==> src/rtl/mips_mem_pkg.sv <==
// Shared definitions for the MEM stage: state encoding, redirect sources, default widths.
package mips_mem_pkg;

    localparam int DEF_DATA_W      = 32;
    localparam int DEF_ADDR_W      = 8;
    localparam int DEF_REG_A_W     = 5;
    localparam int DEF_TIMEOUT_CYC = 16;

    localparam logic [0:0] ST_IDLE   = 1'b0;
    localparam logic [0:0] ST_ACCESS = 1'b1;

    typedef enum logic [2:0] {
        RS_NONE,
        RS_BR,
        RS_JMP,
        RS_CALL,
        RS_RET
    } redir_src_e;

    // RET outranks CALL outranks JMP outranks BR
    function automatic redir_src_e redir_src(input logic br, input logic jmp,
                                             input logic call, input logic ret);
        redir_src_e src;
        src = RS_NONE;
        if (ret)       src = RS_RET;
        else if (call) src = RS_CALL;
        else if (jmp)  src = RS_JMP;
        else if (br)   src = RS_BR;
        return src;
    endfunction

endpackage

==> src/rtl/stage4_mem_access_if.sv <==
// Data-memory req/ack bus between the MEM stage (master) and data memory (slave).
interface stage4_mem_access_if #(
    parameter int ADDR_W = 8,
    parameter int DATA_W = 32
);
    logic              mem_req;
    logic              mem_we;
    logic [ADDR_W-1:0] mem_addr;
    logic [DATA_W-1:0] mem_wdata;
    logic [DATA_W-1:0] mem_rdata;
    logic              mem_ack;

    modport master (output mem_req, mem_we, mem_addr, mem_wdata,
                    input  mem_rdata, mem_ack);
    modport slave  (input  mem_req, mem_we, mem_addr, mem_wdata,
                    output mem_rdata, mem_ack);
endinterface

==> src/rtl/stage4_mem_if.sv <==
// MEM-stage access controller: IDLE/ACCESS FSM, req/ack handshake and stall.
// Optional access timeout with sticky error when MEM_TIMEOUT_EN is defined.
//  state  | meaning
//  IDLE   | no access pending; new access latched and launched
//  ACCESS | mem_req held with latched addr/we/wdata until ack (or timeout)
module stage4_mem_if
    import mips_mem_pkg::*;
#(
    parameter int ADDR_W      = DEF_ADDR_W,
    parameter int DATA_W      = DEF_DATA_W,
    parameter int TIMEOUT_CYC = DEF_TIMEOUT_CYC
) (
    input  logic                clk,
    input  logic                reset,
    input  logic                acc,
    input  logic                acc_we,
    input  logic [ADDR_W-1:0]   acc_addr,
    input  logic [DATA_W-1:0]   acc_wdata,
    stage4_mem_access_if.master mem,
    output logic                stall,
    output logic                done,
    output logic                abort,
    output logic                mem_err
);

    logic [0:0]        state_q, state_d;
    logic              we_q, we_d;
    logic [ADDR_W-1:0] addr_q, addr_d;
    logic [DATA_W-1:0] wdata_q, wdata_d;

`ifdef MEM_TIMEOUT_EN
    localparam int CNT_W = $clog2(TIMEOUT_CYC + 1);
    logic [CNT_W-1:0] tmo_cnt_q, tmo_cnt_d;
    logic             mem_err_q, mem_err_d;
`endif

    always_comb begin
        state_d = state_q;
        we_d    = we_q;
        addr_d  = addr_q;
        wdata_d = wdata_q;
        stall   = 1'b0;
        done    = 1'b0;
        abort   = 1'b0;
        case (state_q)
            ST_IDLE: begin
                if (acc) begin
                    stall   = 1'b1;
                    state_d = ST_ACCESS;
                    we_d    = acc_we;
                    addr_d  = acc_addr;
                    wdata_d = acc_wdata;
                end
            end
            default: begin
                if (mem.mem_ack) begin
                    done    = 1'b1;
                    state_d = ST_IDLE;
                end
`ifdef MEM_TIMEOUT_EN
                // abort releases stall so the aborted op retires as a bubble
                else if (tmo_cnt_q == '0) begin
                    abort   = 1'b1;
                    state_d = ST_IDLE;
                end
`endif
                else begin
                    stall = 1'b1;
                end
            end
        endcase
    end

    always_ff @(posedge clk) begin
        if (reset) begin
            state_q <= ST_IDLE;
            we_q    <= 1'b0;
            addr_q  <= '0;
            wdata_q <= '0;
        end else begin
            state_q <= state_d;
            we_q    <= we_d;
            addr_q  <= addr_d;
            wdata_q <= wdata_d;
        end
    end

`ifdef MEM_TIMEOUT_EN
    // down-counter preloaded in IDLE; terminal count 0 marks the last ACCESS cycle
    always_comb begin
        tmo_cnt_d = tmo_cnt_q;
        if (state_q == ST_IDLE)
            tmo_cnt_d = CNT_W'(TIMEOUT_CYC - 1);
        else if (tmo_cnt_q != '0)
            tmo_cnt_d = tmo_cnt_q - CNT_W'(1);
        mem_err_d = mem_err_q | abort;
    end

    always_ff @(posedge clk) begin
        if (reset) begin
            tmo_cnt_q <= '0;
            mem_err_q <= 1'b0;
        end else begin
            tmo_cnt_q <= tmo_cnt_d;
            mem_err_q <= mem_err_d;
        end
    end

    assign mem_err = mem_err_q;
`else
    assign mem_err = 1'b0;
`endif

    assign mem.mem_req   = (state_q == ST_ACCESS);
    assign mem.mem_we    = we_q;
    assign mem.mem_addr  = addr_q;
    assign mem.mem_wdata = wdata_q;

endmodule

==> src/rtl/stage4_mem_access.sv <==
// MIPS MEM stage: loads/stores/CALL/RET over req/ack, MEM/WB registers, PC redirect.
// MEM_TIMEOUT_EN enables the access timeout inside stage4_mem_if.
module stage4_mem_access
    import mips_mem_pkg::*;
#(
    parameter int DATA_W      = DEF_DATA_W,
    parameter int ADDR_W      = DEF_ADDR_W,
    parameter int REG_A_W     = DEF_REG_A_W,
    parameter int TIMEOUT_CYC = DEF_TIMEOUT_CYC
) (
    input  logic                clk,
    input  logic                reset,
    input  logic [DATA_W-1:0]   Result_in,
    input  logic [DATA_W-1:0]   data1_in,
    input  logic [15:0]         imm_in,
    input  logic [ADDR_W-1:0]   SP_Data_in,
    input  logic                Memory_Read_in,
    input  logic                Memory_Write_in,
    input  logic                Reg_Write_En_in,
    input  logic                WB_Mux_sel_in,
    input  logic [REG_A_W-1:0]  Addr_Write_Reg_in,
    input  logic                BR_Ex_in,
    input  logic                JMP_flag_in,
    input  logic                CALL_flag_in,
    input  logic                RET_flag_in,
    output logic                stall,
    stage4_mem_access_if.master mem,
    output logic [DATA_W-1:0]   wb_data,
    output logic [REG_A_W-1:0]  wb_addr,
    output logic                wb_we,
    output logic                pc_redirect,
    output logic [DATA_W-1:0]   pc_target,
    output logic                mem_err
);

    logic              acc, acc_we, done, abort, capture;
    logic [ADDR_W-1:0] acc_addr;
    redir_src_e        src;

    logic [DATA_W-1:0]  wb_data_q, wb_data_d;
    logic [REG_A_W-1:0] wb_addr_q, wb_addr_d;
    logic               wb_we_q, wb_we_d;
    logic               pc_redirect_q, pc_redirect_d;
    logic [DATA_W-1:0]  pc_target_q, pc_target_d;

    assign acc      = Memory_Read_in | Memory_Write_in | CALL_flag_in | RET_flag_in;
    assign acc_we   = Memory_Write_in | CALL_flag_in;
    assign acc_addr = (CALL_flag_in | RET_flag_in) ? SP_Data_in : Result_in[ADDR_W-1:0];
    assign src      = redir_src(BR_Ex_in, JMP_flag_in, CALL_flag_in, RET_flag_in);

    stage4_mem_if #(
        .ADDR_W      (ADDR_W),
        .DATA_W      (DATA_W),
        .TIMEOUT_CYC (TIMEOUT_CYC)
    ) u_mem_if (
        .clk       (clk),
        .reset     (reset),
        .acc       (acc),
        .acc_we    (acc_we),
        .acc_addr  (acc_addr),
        .acc_wdata (data1_in),
        .mem       (mem),
        .stall     (stall),
        .done      (done),
        .abort     (abort),
        .mem_err   (mem_err)
    );

    // Stage3 inputs are held while stalled, so they are still valid on the ack cycle
    assign capture = !stall && !abort;

    always_comb begin
        wb_data_d     = wb_data_q;
        wb_addr_d     = wb_addr_q;
        wb_we_d       = 1'b0;
        pc_redirect_d = 1'b0;
        pc_target_d   = pc_target_q;
        if (capture) begin
            wb_data_d     = (WB_Mux_sel_in && done && !acc_we) ? mem.mem_rdata : Result_in;
            wb_addr_d     = Addr_Write_Reg_in;
            wb_we_d       = Reg_Write_En_in;
            pc_redirect_d = (src != RS_NONE);
            if (src == RS_RET)
                pc_target_d = mem.mem_rdata;
            else if (src != RS_NONE)
                pc_target_d = {{(DATA_W-16){1'b0}}, imm_in};
        end
    end

    always_ff @(posedge clk) begin
        if (reset) begin
            wb_data_q     <= '0;
            wb_addr_q     <= '0;
            wb_we_q       <= 1'b0;
            pc_redirect_q <= 1'b0;
            pc_target_q   <= '0;
        end else begin
            wb_data_q     <= wb_data_d;
            wb_addr_q     <= wb_addr_d;
            wb_we_q       <= wb_we_d;
            pc_redirect_q <= pc_redirect_d;
            pc_target_q   <= pc_target_d;
        end
    end

    assign wb_data     = wb_data_q;
    assign wb_addr     = wb_addr_q;
    assign wb_we       = wb_we_q;
    assign pc_redirect = pc_redirect_q;
    assign pc_target   = pc_target_q;

endmodule

==> src/flat_wrapper.sv <==
// flat-port wrapper written by rule: the top's interface ports become plain ports
module stage4_mem_access_flat import mips_mem_pkg::*;
#(
    parameter int DATA_W      = DEF_DATA_W,
    parameter int ADDR_W      = DEF_ADDR_W,
    parameter int REG_A_W     = DEF_REG_A_W,
    parameter int TIMEOUT_CYC = DEF_TIMEOUT_CYC
)
  (clk, reset, Result_in, data1_in, imm_in, SP_Data_in, Memory_Read_in, Memory_Write_in, Reg_Write_En_in, WB_Mux_sel_in, Addr_Write_Reg_in, BR_Ex_in, JMP_flag_in, CALL_flag_in, RET_flag_in, stall, wb_data, wb_addr, wb_we, pc_redirect, pc_target, mem_err, mem_mem_req, mem_mem_we, mem_mem_addr, mem_mem_wdata, mem_mem_rdata, mem_mem_ack);
  stage4_mem_access_if #(.ADDR_W(ADDR_W), .DATA_W(DATA_W)) mem_i ();
  input  logic clk;
  input  logic reset;
  input  logic [DATA_W-1:0] Result_in;
  input  logic [DATA_W-1:0] data1_in;
  input  logic [15:0] imm_in;
  input  logic [ADDR_W-1:0] SP_Data_in;
  input  logic Memory_Read_in;
  input  logic Memory_Write_in;
  input  logic Reg_Write_En_in;
  input  logic WB_Mux_sel_in;
  input  logic [REG_A_W-1:0] Addr_Write_Reg_in;
  input  logic BR_Ex_in;
  input  logic JMP_flag_in;
  input  logic CALL_flag_in;
  input  logic RET_flag_in;
  output logic stall;
  output logic [DATA_W-1:0] wb_data;
  output logic [REG_A_W-1:0] wb_addr;
  output logic wb_we;
  output logic pc_redirect;
  output logic [DATA_W-1:0] pc_target;
  output logic mem_err;
  output wire logic [$bits(mem_i.mem_req)-1:0] mem_mem_req;
  output wire logic [$bits(mem_i.mem_we)-1:0] mem_mem_we;
  output wire logic [$bits(mem_i.mem_addr)-1:0] mem_mem_addr;
  output wire logic [$bits(mem_i.mem_wdata)-1:0] mem_mem_wdata;
  input wire logic [$bits(mem_i.mem_rdata)-1:0] mem_mem_rdata;
  input wire logic [$bits(mem_i.mem_ack)-1:0] mem_mem_ack;
  assign mem_mem_req = mem_i.mem_req;
  assign mem_mem_we = mem_i.mem_we;
  assign mem_mem_addr = mem_i.mem_addr;
  assign mem_mem_wdata = mem_i.mem_wdata;
  assign mem_i.mem_rdata = mem_mem_rdata;
  assign mem_i.mem_ack = mem_mem_ack;
  stage4_mem_access #(.DATA_W(DATA_W), .ADDR_W(ADDR_W), .REG_A_W(REG_A_W), .TIMEOUT_CYC(TIMEOUT_CYC)) u_core (.clk(clk), .reset(reset), .Result_in(Result_in), .data1_in(data1_in), .imm_in(imm_in), .SP_Data_in(SP_Data_in), .Memory_Read_in(Memory_Read_in), .Memory_Write_in(Memory_Write_in), .Reg_Write_En_in(Reg_Write_En_in), .WB_Mux_sel_in(WB_Mux_sel_in), .Addr_Write_Reg_in(Addr_Write_Reg_in), .BR_Ex_in(BR_Ex_in), .JMP_flag_in(JMP_flag_in), .CALL_flag_in(CALL_flag_in), .RET_flag_in(RET_flag_in), .stall(stall), .mem(mem_i), .wb_data(wb_data), .wb_addr(wb_addr), .wb_we(wb_we), .pc_redirect(pc_redirect), .pc_target(pc_target), .mem_err(mem_err));
endmodule
==> config.mk <==
export PLATFORM = sky130hd
export DESIGN_NAME = stage4_mem_access_flat
export DESIGN_NICKNAME = d
export VERILOG_FILES = /design/src/rtl/mips_mem_pkg.sv /design/src/rtl/stage4_mem_access_if.sv /design/src/rtl/stage4_mem_if.sv /design/src/rtl/stage4_mem_access.sv /design/src/flat_wrapper.sv
export SDC_FILE = /design/constraint.sdc
export NUM_CORES = 1
export LEC_CHECK = 0
export CAP_MARGIN = 15
export CORE_UTILIZATION = 42
export DETAILED_ROUTE_END_ITERATION = 12
export PLACE_DENSITY = 0.86
export SLEW_MARGIN = 15
export SYNTH_ARGS = -nofsm -noshare
export SYNTH_HDL_FRONTEND = slang
export SYNTH_SLANG_ARGS = --single-unit
==> constraint.sdc <==
create_clock -name clk -period 2.35 [get_ports clk]
set_input_delay 0.47 -clock clk [delete_from_list [all_inputs] [get_ports clk]]
set_output_delay 0.47 -clock clk [all_outputs]
set_load 0.02 [all_outputs]
== Word-level counts from Yosys, hierarchy flattened ==
Index checks and enable logic that the tools add are counted.

* Latch bits: 0
* Bits in read-only memories: 0
* Word-level logic and storage cells: 38
* Bits in writable memories: 0
* Register bits: 113
* Memories kept: 0
* Output and inout bits: 115

* Magnitude comparators: 0
* Reductions and logical operators: 8
* Shift operators: 0
* Multipliers: 0
* Add/subtract/negate cells: 0
* Multiplexer cells: 13
* Bitwise gates (word level): 7
* Div/mod/pow operators: 0
* Equal/unequal tests: 1

{| class="wikitable"
|+ Operators with widths
! kind !! number
|-
| 32-bit 2-to-1 mux || 3
|-
| 3-bit 2-to-1 mux || 3
|-
| 8-bit 2-to-1 mux || 1
|-
| 1-bit 2-to-1 mux || 6
|-
| 1-bit OR || 5
|-
| 2-bit AND reduction || 2
|-
| 3-bit == test (second input constant) || 1
|-
| 3-bit nonzero test || 1
|-
| 1-bit logical AND || 2
|-
| 1-bit inverter || 2
|-
| 2-bit nonzero test || 1
|-
| 2-bit OR reduction || 1
|-
| 1-bit logical NOT || 1
|}

== Depth between registers and ports, before layout ==
* Word-level depth: 7
* Mapped depth: 7
* Gate-level depth less buffers: 5

== By module ==
A second synthesis with hierarchy kept.

* Cells, all modules: 566
* Area, all modules: 5081.1 µm²

{| class="wikitable"
|+ Modules (own cells, without submodules)
! module !! cells each !! instances !! seq. area each (µm²) !! area an instance (µm²)
|-
| stage4_mem_access || 372 || 1 || 1421.4 || 3164.3
|-
| stage4_mem_if || 194 || 1 || 840.8 || 1916.8
|}

== Worst setup path before layout ==
OpenSTA, ideal clock, no wires.

* Kind: input to output
* Start point: in RET_flag_in
* End point: out stall
* Stages: 5
* Data required time: 1880 ps
* Path slack: 539 ps
* Path buffers: 2
* Arrival: 1341 ps
* Path through: buf_2 nor4_4 mux2_4 inv_2 buf_2

* Longest elaborated chain between the ends: 3

{| class="wikitable"
|+ RTL lines
! element !! line !! source
|-
| from (decl) || flat_wrapper.sv:25 || <nowiki>input logic RET_flag_in;</nowiki>
|-
| 1-bit OR || stage4_mem_access.sv:46 || <nowiki>assign acc = Memory_Read_in | Memory_Write_in | CALL_flag_in | RET_flag_in;</nowiki>
|-
| 1-bit 2-to-1 mux || stage4_mem_if.sv:47 || <nowiki>if (acc) begin</nowiki>
|-
| 1-bit 2-to-1 mux || stage4_mem_if.sv:45 || <nowiki>case (state_q)</nowiki>
|-
| to (decl) || flat_wrapper.sv:26 || <nowiki>output logic stall;</nowiki>
|}

Every way passes these cells.

== Final worst setup path ==
* Start point: in CALL_flag_in
* End point: out stall

* Longest elaborated chain between the ends: 4

{| class="wikitable"
|+ RTL lines
! element !! line !! source
|-
| from (decl) || flat_wrapper.sv:24 || <nowiki>input logic CALL_flag_in;</nowiki>
|-
| 1-bit OR (2 in series) || stage4_mem_access.sv:46 ||
|-
| 1-bit 2-to-1 mux || stage4_mem_if.sv:47 ||
|-
| 1-bit 2-to-1 mux || stage4_mem_if.sv:45 ||
|}

Every way passes these cells.

==> flow_metrics.env <==
export IMPL_status="complete, no violations"
export IMPL_synth_edf_count=0
export IMPL_hold_path_depth=2
export IMPL_grt_overflow_total=0
export IMPL_start_kind="input pin"
export IMPL_clock_sinks=113
export IMPL_path_class="in -> out"
export IMPL_reg2regPathDepth=4
export IMPL_crit_required_ps=1880
export IMPL_rrSetupSlack_ps=560
export IMPL_cts_root_buf="clkbuf_8"
export IMPL_swShare_pct=25.0
export IMPL_clock_fmax_mhz=433
export IMPL_num_antenna_cells=0
export IMPL_min_from="reset"
export IMPL_grt_pass1_vias=4736
export IMPL_worstMarginPinSlew_ps=1030
export IMPL_ys_types=25
export IMPL_dp_cells=869
export IMPL_routed_wl_microns=15200
export IMPL_ys_warn_count=0
export IMPL_dieArea_sq_mm=0.0114
export IMPL_stdcell_count=901
export IMPL_final_nets=888
export IMPL_cts_hold_fix_buffers=0
export IMPL_setup_viol=0
export IMPL_ys_flop_type="dfxtp_1"
export IMPL_grt_pass1_wl_microns=23100
export IMPL_synthTopCellsByArea="dfxtp_1 (49%), mux2i_1 (10%), a211oi_1 (8.0%), a21oi_1 (7.5%), nand2_1 (6.7%)"
export IMPL_initial_core_util_pct=43.9
export IMPL_p_seq_share_pct=35.8
export IMPL_synth_top_family_by_area="compound AO/OA/AOI/OAI gates"
export IMPL_cts_made_buffers=17
export IMPL_crit_buf_inv=3
export IMPL_post_route_period_util_pct=98.4
export IMPL_yosysMostFrequentCell="dfxtp_1"
export IMPL_critPathMaxFanout=2
export IMPL_final_hold_violation_count=0
export IMPL_fin_util_pct=74.4
export IMPL_core_sq_mm=0.0105
export IMPL_synth_nets=650
export IMPL_power_density_mw_per_mm2=761
export IMPL_synth_xor_area_share_pct=0
export IMPL_layout_drive_gt1_share_pct=7.84
export IMPL_yosys_area_share_simple_pct=14.3
export IMPL_cp_arrival_ps=1840
export IMPL_htree_levels=4
export IMPL_clockBufferDepth=2
export IMPL_postRouteAntennaNets=0
export IMPL_cp_slowest_cell="clkdlybuf4s50_1"
export IMPL_crit_path_cell_trace="clkdlybuf4s50_1, nor4_4, mux2_4, inv_2, dlygate4sd2_1"
export IMPL_final_area_sq_mm=0.00782
export IMPL_fp_dieW_microns=107
export IMPL_ir_drop_mv=0.413
export IMPL_grt_use_total_pct=26.5
export IMPL_place_gp_congestion=0.810
export IMPL_dp_hpwl_microns=10700
export IMPL_path_clk_slew_ps=50
export IMPL_synthMuxAreaShare_pct=10.7
export IMPL_wl_per_cell_microns=16.9
export IMPL_pwr_share_comb_pct=19.0
export IMPL_p_leak_nw=3.10
export IMPL_min_path_type="in -> reg"
export IMPL_post_cts_resized=1
export IMPL_drv_cap=0
export IMPL_cts_setup_buffers=0
export IMPL_fin_crit_ps=2310
export IMPL_power_internal_mw=4.46
export IMPL_synth_async_reset_ratio_pct=0
export IMPL_synthesis_instances=514
export IMPL_grt_start_max_net_pins=59
export IMPL_ys_seq_elements=113
export IMPL_synth_top_area_cell="dfxtp_1"
export IMPL_drc=0
export IMPL_r2r_start="u_core.u_mem_if.mem.mem_req$_SDFF_PP0_"
export IMPL_dr_pass1_iters=4
export IMPL_rsz0062_at_grt="no"
export IMPL_clock_latency_ps=510
export IMPL_synth_compound_area_share_pct=19.6
export IMPL_yosysTopAreaCellShare_pct=49.0
export IMPL_max_stage_delay_ps=470
export IMPL_avgSynthCellArea_sq_um=8.98
export IMPL_cp_end_kind="output pin"
export IMPL_syn_area_sq_mm=0.00462
export IMPL_clockPowerShare_pct=45.2
export IMPL_synth_adder_area_share_pct=0
export IMPL_report_final_slew_viol_count=0
export IMPL_rows=37
export IMPL_die_height_microns=107
export IMPL_via_per_inst=5.26
export IMPL_area_delta_synth_final_pct=69.3
export IMPL_cts_tree="built"
export IMPL_cpLargestDelayFamily="buffers and inverters"
export IMPL_whs_ps=334
export IMPL_num_vias=4735
export IMPL_reg2reg_to="u_core.u_mem_if.mem.mem_addr[7]$_SDFFE_PP0P_"
export IMPL_p_total_mw=5.95
export IMPL_seq_area_frac_synth_pct=49.0
export IMPL_p_switching_mw=1.49
export IMPL_post_dp_cell_area_sq_mm=0.00719
export IMPL_pin_count=251
export IMPL_drt_iter0_markers=211
export IMPL_port_buffers=249
export IMPL_yosys_top_cells_count="dfxtp_1 (113), nand2_1 (83), a21oi_1 (69)"
export IMPL_slew_headroom_pct=31.3
export IMPL_hold_end="u_core.pc_target[21]$_SDFFE_PP0P_"
export IMPL_final_setup_skew_ps=6.31
export IMPL_antenna_found_initial=0
-- cell usage in the layout, fill, tap and decap left out, types with 4 or more instances in the layout --
cell             synthesis  layout
buf_4                    7      14
clkbuf_8                 0       5
nand3_1                 16      16
nand2_1                 83      83
bufinv_16                0       4
clkinv_2                 0       4
mux2i_1                 48      48
a211oi_1                49      49
a311oi_1                 8       8
clkdlybuf4s50_1          0     246
nor2_1                  45      44
buf_12                   0       5
o21ai_0                 24      24
clkbuf_16                0      16
a21oi_1                 69      69
dfxtp_1                113     113
-- area by class of cell --
type / count / area (sq um)
Inverter: 1 / 3.75
Fill cell: 757 / 2690
Timing Repair Buffer: 267 / 2680
Tap cell: 136 / 170
Clock buffer: 22 / 473
Multi-Input combinational cell: 352 / 2070
Clock inverter: 10 / 155
Sequential cell: 113 / 2260
-- per-stage QoR --
stage | TNS (ps) | setup WS, ps
2_1_floorplan | 0 | 539
3_5_place_dp | -9200 | -204
3_3_place_gp | -4070 | -184
4_1_cts | 0 | 32.2
5_1_grt | 0 | 2.90
6_report | 0 | 37.9
-- per-layer routing --
metal | global-route usage (%) | part of all wire [%] | vias to the layer above
met5 | 0 | 0 | -
met4 | 14.8 | 3.6 | 0
met3 | 8.15 | 7.7 | 37
met2 | 45.6 | 50 | 217
met1 | 29.0 | 39 | 2194
li1 | - | - | 2287
-- power by group through the flow --
stage	registers, mW	clock network [mW]	logic [mW]
after floorplan	2.33	0	0.357
after global placement	2.16	0	1.11
after detailed placement	2.17	0	1.13
after CTS	2.13	2.73	1.14
after global routing	2.14	2.82	1.21
final	2.13	2.69	1.13
-- worst reg2reg max path, stage by stage (launching register included) --
cell and delay (ps):
dfxtp_1 320, buf_4 160, nor2_4 800, nor2_1 110, a311oi_1 300
-- kinds of logic after synthesis --
kind of cell / Yosys count
compound gates: 150
buf+inv: 49
flops: 113
mux: 49
other cells: 1
simple gates: 152
-- sequential cells by signal, indices dropped and copies added, names as in the netlist --
register and count:
u_core.wb_data 32, u_core.pc_redirect 1, u_core.wb_addr 5, u_core.wb_we 1, u_core.u_mem_if.mem.mem_req 1, u_core.pc_target 32
u_core.u_mem_if.mem.mem_wdata 32, u_core.u_mem_if.mem.mem_addr 8, u_core.u_mem_if.mem.mem_we 1
-- how the worst max path moves through the flow --
stage | from | to | slack [ps] | cells past startpoint
final | CALL_flag_in | stall | 40 | 5
after global routing | CALL_flag_in | stall | 3 | 5
after CTS | CALL_flag_in | stall | 30 | 5
after detailed placement | Memory_Write_in | stall | -200 | 5
after global placement | Memory_Write_in | stall | -180 | 5
after floorplan | RET_flag_in | stall | 540 | 5
Note: power is estimated with default switching activity, not from simulation.
